### src/rtl/counter_seq_pkg.sv
// Shared types for the counter sequencer: FSM states, run modes and the
// command-mode decoder.
package counter_seq_pkg;

  typedef enum logic [1:0] {
    IDLE = 2'd0,
    RUN  = 2'd1,
    DONE = 2'd2
  } state_t;

  typedef enum logic [1:0] {
    MODE_ONESHOT = 2'b00,
    MODE_RELOAD  = 2'b01,
    MODE_BOUNCE  = 2'b10
  } mode_t;

  // The reserved encoding 2'b11 runs as a one-shot.
  function automatic mode_t decode_mode(input logic [1:0] raw);
    case (raw)
      2'b01:   return MODE_RELOAD;
      2'b10:   return MODE_BOUNCE;
      default: return MODE_ONESHOT;
    endcase
  endfunction

endpackage

### src/rtl/counter_updown_load.sv
// WIDTH-bit loadable up/down counter; load has priority over stepping and
// all arithmetic wraps modulo 2^WIDTH.
module counter_updown_load #(
  parameter int WIDTH = 3
) (
  input  logic             clock,
  input  logic             reset,
  input  logic             load,
  input  logic [WIDTH-1:0] load_val,
  input  logic             en,
  input  logic             dir,
  output logic [WIDTH-1:0] count
);

  logic [WIDTH-1:0] count_q;
  logic [WIDTH-1:0] count_d;

  always_comb begin
    count_d = count_q;
    if (load) begin
      count_d = load_val;
    end else if (en) begin
      count_d = dir ? count_q + 1'b1 : count_q - 1'b1;
    end
  end

  // NOTE: registers use non-blocking assignments so every flop samples
  // the pre-edge values, independent of block ordering.
  always_ff @(posedge clock) begin
    if (reset) begin
      count_q <= '0;
    end else begin
      count_q <= count_d;
    end
  end

  assign count = count_q;

endmodule

### src/rtl/counter_sequencer.sv
// Command-driven run controller for the up/down counter: accepts one run
// command in IDLE, steps the counter in RUN and pulses done on completion.
module counter_sequencer
  import counter_seq_pkg::*;
#(
  parameter int WIDTH = 3
) (
  input  logic             clock,
  input  logic             reset,
  input  logic             cmd_valid,
  output logic             cmd_ready,
  input  logic [WIDTH-1:0] cmd_start,
  input  logic [WIDTH-1:0] cmd_limit,
  input  logic             cmd_dir,
  input  logic [1:0]       cmd_mode,
  input  logic             pause,
  input  logic             abort,
  output logic [WIDTH-1:0] count,
  output logic             dir_out,
  output logic             busy,
  output logic             tc,
  output logic             done
);

  state_t           state_q, state_d;
  mode_t            mode_q, mode_d;
  logic [WIDTH-1:0] start_q, start_d;
  logic [WIDTH-1:0] limit_q, limit_d;
  logic             dir_q, dir_d;
  logic             orig_dir_q, orig_dir_d;

  logic             cnt_load;
  logic [WIDTH-1:0] cnt_val;
  logic             cnt_en;
  logic             cnt_dir;
  logic             at_limit;
  logic             at_start;

  assign cmd_ready = (state_q == IDLE);
  assign busy      = (state_q == RUN);
  assign done      = (state_q == DONE);
  assign dir_out   = dir_q;

  assign at_limit = (count == limit_q);
  // The start endpoint only turns a bounce around on the way back, so the
  // very first RUN cycle at start does not reverse immediately.
  assign at_start = (count == start_q) && (dir_q != orig_dir_q);

  // NOTE: every combinational output gets a default before the case so no
  // path leaves it unassigned, which would infer a latch.
  always_comb begin
    state_d    = state_q;
    mode_d     = mode_q;
    start_d    = start_q;
    limit_d    = limit_q;
    dir_d      = dir_q;
    orig_dir_d = orig_dir_q;
    cnt_load   = 1'b0;
    cnt_val    = start_q;
    cnt_en     = 1'b0;
    cnt_dir    = dir_q;
    tc         = 1'b0;

    case (state_q)
      IDLE: begin
        if (cmd_valid && cmd_ready) begin
          start_d    = cmd_start;
          limit_d    = cmd_limit;
          mode_d     = decode_mode(cmd_mode);
          dir_d      = cmd_dir;
          orig_dir_d = cmd_dir;
          cnt_load   = 1'b1;
          cnt_val    = cmd_start;
          state_d    = RUN;
        end
      end
      RUN: begin
        if (abort) begin
          state_d = IDLE;
        end else if (!pause) begin
          tc = at_limit || ((mode_q == MODE_BOUNCE) && at_start);
          if (!tc) begin
            cnt_en = 1'b1;
          end else begin
            case (mode_q)
              MODE_RELOAD: cnt_load = 1'b1;
              MODE_BOUNCE: begin
                dir_d   = !dir_q;
                cnt_dir = !dir_q;
                // With start == limit there is nowhere to go: hold the count.
                cnt_en  = (start_q != limit_q);
              end
              default:     state_d = DONE;
            endcase
          end
        end
      end
      DONE:    state_d = IDLE;
      default: state_d = IDLE;
    endcase
  end

  always_ff @(posedge clock) begin
    if (reset) begin
      state_q    <= IDLE;
      mode_q     <= MODE_ONESHOT;
      start_q    <= '0;
      limit_q    <= '0;
      dir_q      <= 1'b1;
      orig_dir_q <= 1'b1;
    end else begin
      state_q    <= state_d;
      mode_q     <= mode_d;
      start_q    <= start_d;
      limit_q    <= limit_d;
      dir_q      <= dir_d;
      orig_dir_q <= orig_dir_d;
    end
  end

  counter_updown_load #(
    .WIDTH(WIDTH)
  ) u_counter (
    .clock   (clock),
    .reset   (reset),
    .load    (cnt_load),
    .load_val(cnt_val),
    .en      (cnt_en),
    .dir     (cnt_dir),
    .count   (count)
  );

endmodule

### config.mk
export PLATFORM = sky130hd
export DESIGN_NAME = counter_sequencer
export DESIGN_NICKNAME = d
export VERILOG_FILES = /design/src/rtl/counter_seq_pkg.sv /design/src/rtl/counter_updown_load.sv /design/src/rtl/counter_sequencer.sv
export SDC_FILE = /design/constraint.sdc
export NUM_CORES = 1
export LEC_CHECK = 0
export ABC_AREA = 1
export CAP_MARGIN = 20
export CORE_ASPECT_RATIO = 1.1
export CORE_MARGIN = 3
export CORE_UTILIZATION = 31
export CTS_CLUSTER_SIZE = 30
export DETAILED_ROUTE_END_ITERATION = 8
export MAX_ROUTING_LAYER = met4
export SLEW_MARGIN = 20
export SYNTH_ARGS = -nofsm -noshare
export SYNTH_HDL_FRONTEND = slang
export SYNTH_SLANG_ARGS = --single-unit
### constraint.sdc
create_clock -name clock -period 4.9 [get_ports clock]
set_input_delay 0.98 -clock clock [delete_from_list [all_inputs] [get_ports clock]]
set_output_delay 0.98 -clock clock [all_outputs]
set_load 0.02 [all_outputs]
After elaboration in Yosys (flattened, before gate mapping)
Cells that the tools add are included.
{ "word_totals": {"regBits": 15, "out_inout_bits": 8, "wordCells": 68} }
{ "classes": {"n_reduce_logical": 12, "eq_ne": 14, "addsub": 2, "muxes": 33} }
{ "op_table": {"columns": ["cell", "count"], "rows": [
  ["2-to-1 mux 1 bit", 19],
  ["2-to-1 mux 3 bit", 5],
  ["2-to-1 mux 2 bit", 5],
  ["case mux 2 bit (2 select lines)", 2],
  ["equality test 2 x 1 -> 1 bit, second input constant", 3],
  ["equality test 2 bit, second input constant", 3],
  ["equality test 3 bit", 2],
  ["!= test 3 bit, second input constant", 2],
  ["case mux 1 bit (2 select lines)", 2],
  ["AND reduction 2 bit", 2],
  ["AND reduction 4 bit", 1],
  ["nonzero test 2 bit", 2],
  ["adder 3 x 1 -> 3 bit, second input constant", 1],
  ["logical AND 1 bit", 3],
  ["!= test 3 x 2 -> 1 bit, second input constant", 1],
  ["!= test 3 bit", 1],
  ["subtractor 3 x 1 -> 3 bit, second input constant", 1],
  ["zero test 2 bit", 1],
  ["!= test 2 x 1 -> 1 bit, second input constant", 1],
  ["OR reduction 2 bit", 1],
  ["zero test 1 bit", 1],
  ["logical OR 1 bit", 1],
  ["!= test 1 bit", 1]
]} }

Longest topological paths before layout
Gate-level depths: netlist of run 1.
{ "logic_depth": {"depth_word": 11, "depth_mapped": 16, "depth_no_buf": 16} }

By module
A second synthesis of run 1 with hierarchy kept.
{ "unflattened": {"cells_unflattened": 149, "hier_area_um2": 934.6} }
{ "modules_own_cells": {"columns": ["mod", "area_each_um2", "cells_per_inst", "n_inst"], "rows": [
  ["counter_sequencer", 738.2, 118, 1],
  ["counter_updown_load", 196.4, 31, 1]
]} }

Worst setup path after synthesis of run 1
OpenSTA, ideal clock, no wires.
{ "synth_timing": {"path_type": "input -> output", "from": "input port abort", "to": "output port tc", "setup_slack_ns": 2.137, "path_stages": 2, "required_time_ns": 3.920, "arrival_time_ns": 1.783, "path_cell_list": "nor3_1 a21boi_0"} }
{ "synth_via": {"elab_chain_len": 2} }
{ "synth_rtl": {"columns": ["item", "line_no", "rtl"], "rows": [
  ["start: declaration", "counter_sequencer.sv:17", "input logic abort,"],
  ["2-to-1 mux 1 bit", "counter_sequencer.sv:78", "if (abort) begin"],
  ["2-to-1 mux 1 bit", "counter_sequencer.sv:64", "case (state_q)"],
  ["end: declaration", "counter_sequencer.sv:21", "output logic tc,"]
]} }
Every way passes these cells.

Final worst setup path of run 1
Ends and elaborated chain as after synthesis.

==> results of run 1 <==
[registers in the layout, summed over array words and instances, names as in the netlist]
register,count
u_counter.count,3
state_q,2
orig_dir_q,1
start_q,3
dir_out,1
limit_q,3
mode_q,2
[layout make-up]
class | instances | area (um^2) | share of cell area
Clock buffer | 4 | 26.28 | 0.02248
Inverter | 20 | 75.07 | 0.06424
Multi-Input combinational cell | 93 | 515.5 | 0.4411
Sequential cell | 15 | 300.3 | 0.2570
Tap cell | 33 | 41.29 | 0.03533
Timing Repair Buffer | 21 | 210.2 | 0.1799
[worst register-to-register path, stage by stage, from the launching register on]
cell	delay, ns
dfxtp_1	0.34
inv_1	0.06
ha_1	0.19
nand2_1	0.08
nor2_2	0.12
nand3_2	0.08
nand2_2	0.10
nand3_1	0.09
nand3_2	0.12
nand2_2	0.06
fa_1	0.37
xor2_1	0.18
inv_1	0.06
nand3_1	0.09
nand3_1	0.08
a21oi_1	0.13
[worst min path at each step]
stage / startpoint / endpoint / slack (ns)
2_1_floorplan: mode_q[1] / mode_q[1] / 0.46
3_3_place_gp: mode_q[1] / mode_q[1] / 0.47
4_1_cts: mode_q[1] / mode_q[1] / 0.50
5_1_grt: mode_q[1] / mode_q[1] / 0.52
6_report: mode_q[1] / mode_q[1] / 0.49
3_5_place_dp: mode_q[1] / mode_q[1] / 0.48
[metal layers]
metal	track usage	part of all wire	wire [um]
met5	-	0	0
met2	0.1949	0.48	987
met3	0.02893	0.048	98
met1	0.1511	0.44	914
met4	0.06377	0.028	57
[logic make-up (layout without fill, tap and decap cells)]
logic type	Yosys count	count (layout)	share of synthesized area
AND/OR/NAND/NOR	64	64	0.3237
adder cells (fa/ha/maj)	3	3	0.04938
buffers and inverters	22	45	0.1056
XOR/XNOR	8	8	0.07682
flip-flops	15	15	0.3292
AO/OA/AOI/OAI	18	18	0.1152
[power by group through the flow]
stage                     clock [mW]  sequential [mW]  combinational (mW)
after floorplan                    0            0.147              0.0648
after detailed placement           0            0.146              0.0984
after global placement             0            0.146              0.0977
after CTS                     0.0765            0.143              0.0993
final                         0.0761            0.143              0.0979
after global routing          0.0826            0.145               0.110
[cell usage in the layout, fill, tap and decap left out, types with 2 or more instances in the layout]
master           instances
a21oi_1                  5
clkbuf_4                 3
clkdlybuf4s50_1         21
dfxtp_1                 15
ha_1                     2
inv_1                   16
inv_2                    4
nand2_1                 26
nand2_2                  4
nand3_1                  8
nand3_2                  3
nor2_1                  17
o21ai_0                  8
xnor2_1                  7
==> results.md, run 1 <==
- Startpoint Class: primary input
- Critical path buffers and inverters: 2
- Global-route wire length before repair: 3525 um
- Fin nets: 171
- Worst-Margin Slew: 0.4242 ns
- Sink Count: 15
- Avg Synthesized Cell Area: 7.016 um^2
- Tightest Hold Check Type: reg2reg
- Post-CTS Setup Bufs: 0
- Vias in the first global route: 854
- Max FO, Critical Path: 4
- 1st-pass router iterations: 4
- Post-CTS Resized: 0
- Switching Share: 0.3411
- Clock Pin Slew Worst Setup and Hold Paths: 0.10 ns
- Critical path data arrival time: 2.70 ns
- Setup repair after global routing missed its margin: false
- Non-Filler Instances: 186
- Setup Skew: 0.004143 ns
- Utilization after layout: 0.4207
- Post-synth ARST share: 0
- Die H: 62.89 um
- DR DRC count: 0
- Filler cell count in the final layout: 309
- Top_reg_cell synth: dfxtp_1
- Drt via density: 4.704
- Layout cells sized above 1: 0.1046
- Cts bufs inserted: 3
- #FFs+latches synth: 15
- Pwr Total: 0.3171 mW
- Final Hold Viols: 0
- End of the critical path: tc
- Psw: 0.1082 mW
- Clock Path Buffers: 2
- Synth cell count leaders: nand2_1 (26), nor2_1 (17), inv_1 (16), dfxtp_1 (15)
- Critical Path Max Stage Delay: 0.65 ns
- Leakage: 0.5064 nW
- Cell count after synthesis: 130
- CTS H-Tree Depth: 1
- Pre-CTS WS: 1.249 ns
- Row Count: 20
- Yosys warns: 0
- ANT nets after route: 0
- Die X: 57.72 um
- Max Slew Vio Count: 0
- Maximum vdd ir drop: 136.1 uV
- CP dominant cell by count: clkdlybuf4s50_1
- R2r worst-path depth: 15
- Post-synthesis to final-layout area growth: 28.12%
- Pwr dens: 271.4 nW/um^2
- Hold buffer count at cts: 0
- Initial core utilization: 0.3284
- Area after DPL: 1142 um^2
- GRT Total Usage: 0.1262
- Slowest-stage cell, CP: clkdlybuf4s50_1
- Largest area contributor in the netlist: dfxtp_1
- Synth Net Count: 147
- Critical Path Stages: 4
- Io pins: 22
- EDFF count, synth: 0
- CTS root buf: clkbuf_4
- DR iter-0 viols: 15
- Critical Path RT: 3.92 ns
- Crit path capture type: primary output
- Unique cell type count in the Yosys netlist: 27
- Setup TNS: 0 ns
- Total core area: 2778 um^2
- Reg2Reg Launch Point: mode_q[0]
- Post-DR wirelength/cell: 11.06 um
- Max cap viols: 0
- Sequential share of the synthesized area: 0.3292
- Period Utilization, post-route: 0.7507
- Critical path class: in2out
- Clock group share of total power: 0.240
- Most common cell in the netlist: nand2_1
- CP Launch Point: abort
- Combinational power share: 0.309
- DIE AREA: 3630 um^2
- Synth top area cells: dfxtp_1 (33%), nand2_1 (11%), nor2_1 (7.0%), xnor2_1 (6.7%), inv_1 (6.6%)
- Initial antenna violation count: 0
- Remaining Overflow, GRT: 0
- Worst R2R End: u_counter.count[2]
- RD Place Congestion: 0.8069
- Hold Slack: 0.4918 ns
- Pint: 0.2089 mW
- Final Instance Area: 1169 um^2
- Status: completed
- Worst R2R Setup Slack: 2.67 ns
- Crit path max-delay family: buffers and inverters
- Mapped Area: 912.1 um^2
- Clock Latency Late Sink: 0.30 ns
- Critical-path cell list: clkdlybuf4s50_1 -> nor3_1 -> a21boi_0 -> clkdlybuf4s50_1
- Sequential share of power: 0.451
- Fin crit period: 3.679 ns
- N_diodes: 0
- Relative slew slack: 0.7163
- Hold Path Stages: 2
- IO buf count: 21
- Placed insts: 182
- Total vias in the final route: 875
- Setup WS post-layout: 1.221 ns
- Synth top area share: 0.3292
- Total Wirelength: 2058 um
- Pin count of the biggest net entering global routing: 14
- Final Setup Violations: 0
- Post-DP HPWL: 1650 um
- FMAX: 271.8 MHz
- CTS tree: yes
(Power assumes the default switching activity.)
==> run 2: changes to the inputs <==
==> constraint.sdc (replaced) <==
create_clock -name clock -period 3.5 [get_ports clock]
set_input_delay 0.7 -clock clock [delete_from_list [all_inputs] [get_ports clock]]
set_output_delay 0.7 -clock clock [all_outputs]
set_load 0.02 [all_outputs]
==> run 2 against run 1 <==
Compared with the run above:
- worst hold slack improved by 0.00070 ns
- via count decreased by 0.23%
- sequential power increased by 40%
- clock skew increased by 0.0040 ns
- register-to-register slack got worse by 1.4 ns
- largest cell class unchanged
==> results.md, run 2 (synthesized netlist as in run 1, its figures left out) <==
- GRT Total Usage: 0.1271
- Drt via density: 4.694
- FMAX: 328.7 MHz
- CTS H-Tree Depth: 1
- Total vias in the final route: 873
- Post-CTS Setup Bufs: 0
- Final Hold Viols: 0
- IO buf count: 21
- Critical path class: in2out
- 1st-pass router iterations: 4
- N_diodes: 0
- Final Setup Violations: 0
- DIE AREA: 3630 um^2
- Pin count of the biggest net entering global routing: 14
- Global-route wire length before repair: 3532 um
- Reg2Reg Launch Point: u_counter.count[0]
- Initial antenna violation count: 0
- Worst R2R End: u_counter.count[2]
- R2r worst-path depth: 15
- Setup repair after global routing missed its margin: false
- Post-DR wirelength/cell: 10.99 um
- Setup Skew: 0.008155 ns
- Post-CTS Resized: 0
- Hold path start: mode_q[1]
- Worst R2R Setup Slack: 1.28 ns
- Maximum vdd ir drop: 202.3 uV
- Remaining Overflow, GRT: 0
- WHS Endpoint: mode_q[1]
- ANT nets after route: 0
- Critical Path RT: 2.80 ns
- Max Slew Vio Count: 0
- Tightest Hold Check Type: reg2reg
- Setup TNS: 0 ns
- DR DRC count: 0
- Period Utilization, post-route: 0.8692
- Startpoint Class: primary input
- DR iter-0 viols: 24
- Critical path data arrival time: 2.34 ns
- Fin crit period: 3.042 ns
- Clock Latency Late Sink: 0.29 ns
- Leakage: 0.5091 nW
- Fin nets: 171
- CTS tree: yes
- Total Wirelength: 2045 um
- Io pins: 22
- Total core area: 2778 um^2
- Die H: 62.89 um
- Relative slew slack: 0.7182
- Post-DP HPWL: 1646 um
- Pwr dens: 378.8 nW/um^2
- Row Count: 20
- Die X: 57.72 um
- Commonest cells after routing, fill and taps aside: nand2_1 (26), clkdlybuf4s50_1 (21), nor2_1 (17), inv_1 (16), dfxtp_1 (15)
- Area occupied by multi-input gates: 515.5 um^2
- Clock Path Buffers: 2
- Placed insts: 182
- Sink Count: 15
- Storage cell area: 300.3 um^2
- Post-synthesis to final-layout area growth: 28.26%
- Worst-Margin Slew: 0.4213 ns
- Vias in the first global route: 860
- Clock Pin Slew Worst Setup and Hold Paths: 0.09 ns
- Max cap viols: 0
- Filler cell count in the final layout: 312
- RD Place Congestion: 0.8064
- CTS root buf: clkbuf_4
- Initial core utilization: 0.3284
- Non-Filler Instances: 186
- Hold Path Stages: 2
- Max FO, Critical Path: 4
- Layout cells sized above 1: 0.1111
- Hold buffer count at cts: 0
- Cts bufs inserted: 3
- Commonest non-fill, non-tap cell in the layout: nand2_1
- Crit path capture type: primary output
- Status: completed
-- run 2: metal layers --
layer	GRT usage	part of all wire	up-vias
li1	-	-	460
met1	0.1488	0.45	391
met2	0.2006	0.48	17
met3	0.02479	0.045	5
met4	0.06957	0.025	0
met5	-	0	-
-- run 2: worst max-delay path by stage --
stage	cells past startpoint	startpoint	slack, ns	to
6_report	4	abort	0.46	tc
2_1_floorplan	2	abort	1.30	tc
4_1_cts	4	abort	0.44	tc
5_1_grt	4	abort	0.38	tc
3_5_place_dp	4	abort	0.45	tc
3_3_place_gp	4	abort	0.41	tc
-- run 2: stage by stage --
step	area (um^2)	setup slack, ns	power, mW	hold WS [ns]	util
6_report	1170	0.4577	0.4432	0.4925	0.4212
5_1_grt	1170	0.3809	0.4770	0.5170	0.4212
4_1_cts	1170	0.4394	0.4499	0.4969	0.4212
3_5_place_dp	1142	0.4539	0.3426	0.4821	0.4113
3_3_place_gp	1142	0.4145	0.3410	0.4727	0.4113
2_1_floorplan	912.1	1.297	0.2972	0.4583	-
-- run 2: final cells by class --
| cell class | instances | area share |
|---|---|---|
| Multi-Input combinational cell | 93 | 0.4406 |
| Sequential cell | 15 | 0.2567 |
| Timing Repair Buffer | 21 | 0.1797 |
| Inverter | 20 | 0.06417 |
| Tap cell | 33 | 0.03529 |
| Clock buffer | 3 | 0.01925 |
| Clock inverter | 1 | 0.004278 |
-- run 2: critical path, cell delays in order --
cell and delay, ns:
clkdlybuf4s50_1 0.46, nor3_1 0.32, a21boi_0 0.22, clkdlybuf4s50_1 0.64
-- run 2: power breakdown --
| group | internal [mW] | leakage (nW) | switching, mW |
|---|---|---|---|
| clock | 0.0426 | 0.0177 | 0.0629 |
| sequential | 0.185 | 0.124 | 0.0151 |
| combinational | 0.0631 | 0.367 | 0.0744 |
| total | 0.291 | 0.509 | 0.152 |
==> run 3: changes to the inputs <==
--- a/config.mk
+++ b/config.mk
@@ -9,7 +9,7 @@
 export CAP_MARGIN = 20
 export CORE_ASPECT_RATIO = 1.1
 export CORE_MARGIN = 3
-export CORE_UTILIZATION = 31
+export CORE_UTILIZATION = 36
 export CTS_CLUSTER_SIZE = 30
 export DETAILED_ROUTE_END_ITERATION = 8
 export MAX_ROUTING_LAYER = met4
==> run 3 against run 2 <==
Compared with the run above:
- final cell count shrank 1.6%
- highest routed layer unchanged
- worst hold slack gained 0.0038 ns
- critical path depth is the same
- critical path type unchanged
==> results.md, run 3 (synthesized netlist as in run 1, its figures left out) <==
- Critical Path Max Stage Delay: 0.64 ns
- Max Slew Vio Count: 0
- Fin crit period: 3.086 ns
- Critical-path cell list: clkdlybuf4s50_1 -> nor3_1 -> a21boi_0 -> clkdlybuf4s50_1
- Hold buffer count at cts: 0
- Post-synthesis to final-layout area growth: 27.71%
- Pwr Total: 0.4390 mW
- Switching Share: 0.3345
- DR DRC count: 0
- Sink Count: 15
- Filler cell count in the final layout: 224
- DR iter-0 viols: 25
- ANT nets after route: 0
- Leakage: 0.5064 nW
- Setup WS post-layout: 0.4144 ns
- Status: completed
- Sequential share of power: 0.456
- CTS tree: yes
- Clock Path Buffers: 2
- Pwr dens: 376.8 nW/um^2
- Post-DR wirelength/cell: 10.96 um
- Row Count: 18
- Fin nets: 171
- Final Hold Viols: 0
- Critical path data arrival time: 2.39 ns
- Clock group share of total power: 0.231
- Relative slew slack: 0.7290
- RD Place Congestion: 0.8677
- Pre-CTS WS: 0.4097 ns
- Initial core utilization: 0.3932
- Maximum vdd ir drop: 222.2 uV
- Max FO, Critical Path: 4
- Critical path class: in2out
- Worst-Margin Slew: 0.4052 ns
- Initial antenna violation count: 0
- Max cap viols: 0
- FMAX: 324.1 MHz
- Remaining Overflow, GRT: 0
- Worst R2R Setup Slack: 1.30 ns
- N_diodes: 0
- GRT Total Usage: 0.1582
- Clock Pin Slew Worst Setup and Hold Paths: 0.09 ns
- Vias in the first global route: 821
- Pint: 0.2921 mW
- Period Utilization, post-route: 0.8816
- Total Wirelength: 2006 um
- Crit path capture type: primary output
- Cts bufs inserted: 3
- Critical Path RT: 2.80 ns
- CTS H-Tree Depth: 1
- Setup TNS: 0 ns
- Io pins: 22
- Post-CTS Setup Bufs: 0
- Psw: 0.1468 mW
- Total core area: 2320 um^2
- CP dominant cell by count: clkdlybuf4s50_1
- Final Setup Violations: 0
- Clock Latency Late Sink: 0.28 ns
- Drt via density: 4.842
- Post-CTS Resized: 0
- CTS root buf: clkbuf_4
- Total vias in the final route: 886
- Tightest Hold Check Type: reg2reg
- Layout cells sized above 1: 0.1046
- Setup repair after global routing missed its margin: false
- Pin count of the biggest net entering global routing: 14
- Slowest-stage cell, CP: clkdlybuf4s50_1
- Combinational power share: 0.313
- Die H: 58.79 um
- Commonest cells after routing, fill and taps aside: nand2_1 (26), clkdlybuf4s50_1 (21), nor2_1 (17), inv_1 (16), dfxtp_1 (15)
- IO buf count: 21
- Global-route wire length before repair: 3539 um
- Setup Skew: 0.004923 ns
- Startpoint Class: primary input
- 1st-pass router iterations: 4
- Post-DP HPWL: 1608 um
- Die X: 54.00 um
- DIE AREA: 3174 um^2
- Commonest non-fill, non-tap cell in the layout: nand2_1
==> run 3: cell type report <==
type / instances / area (um^2) / area share
inverter: 20 / 75.07 / 0.06445
tap: 30 / 37.54 / 0.03222
timing repair buffer: 21 / 210.2 / 0.1805
sequential: 15 / 300.3 / 0.2578
clock buffer: 4 / 26.28 / 0.02256
multi-input combinational: 93 / 515.5 / 0.4425
==> run 3: power by group through the flow <==
stage | clock [mW] | combinational [mW] | sequential, mW
after floorplan | 0 | 0.0907 | 0.206
after global placement | 0 | 0.136 | 0.204
after detailed placement | 0 | 0.138 | 0.204
after CTS | 0.104 | 0.138 | 0.200
after global routing | 0.114 | 0.154 | 0.203
final | 0.101 | 0.137 | 0.200
==> run 3: final timing paths <==
| check | cells after the start | from | to |
|---|---|---|---|
| worst max-delay path | 4 | abort | tc |
| worst min-delay path | 2 | orig_dir_q | orig_dir_q |
| worst max register to register | 15 | mode_q[0] | u_counter.count[2] |
| worst min register to register | 2 | orig_dir_q | orig_dir_q |
==> run 3: worst max-delay path: cells and delay by family <==
family | cells | cell delay [ns]
buffers and inverters | 2 | 1.10
and+or+nand+nor | 1 | 0.33
AOI/OAI and AO/OA | 1 | 0.25
==> run 3: per-stage QoR <==
stage	instances	hold slack, ns	area [um^2]	util
finish	183	0.4963	1165	0.5022
global route	183	0.5259	1165	0.5022
CTS	183	0.5002	1165	0.5022
detailed placement	179	0.4863	1139	0.4908
global placement	179	0.4751	1139	0.4908
floorplan	130	0.4583	912.1	-
==> run 3: metal layers <==
layer / wire (um) / vias up / part of all wire / GRT usage
li1: - / 458 / - / -
met5: 0 / - / 0 / -
met4: 17 / 0 / 0.0085 / 0.07829
met1: 930 / 404 / 0.46 / 0.1981
met3: 105 / 2 / 0.052 / 0.04557
met2: 953 / 22 / 0.48 / 0.2301
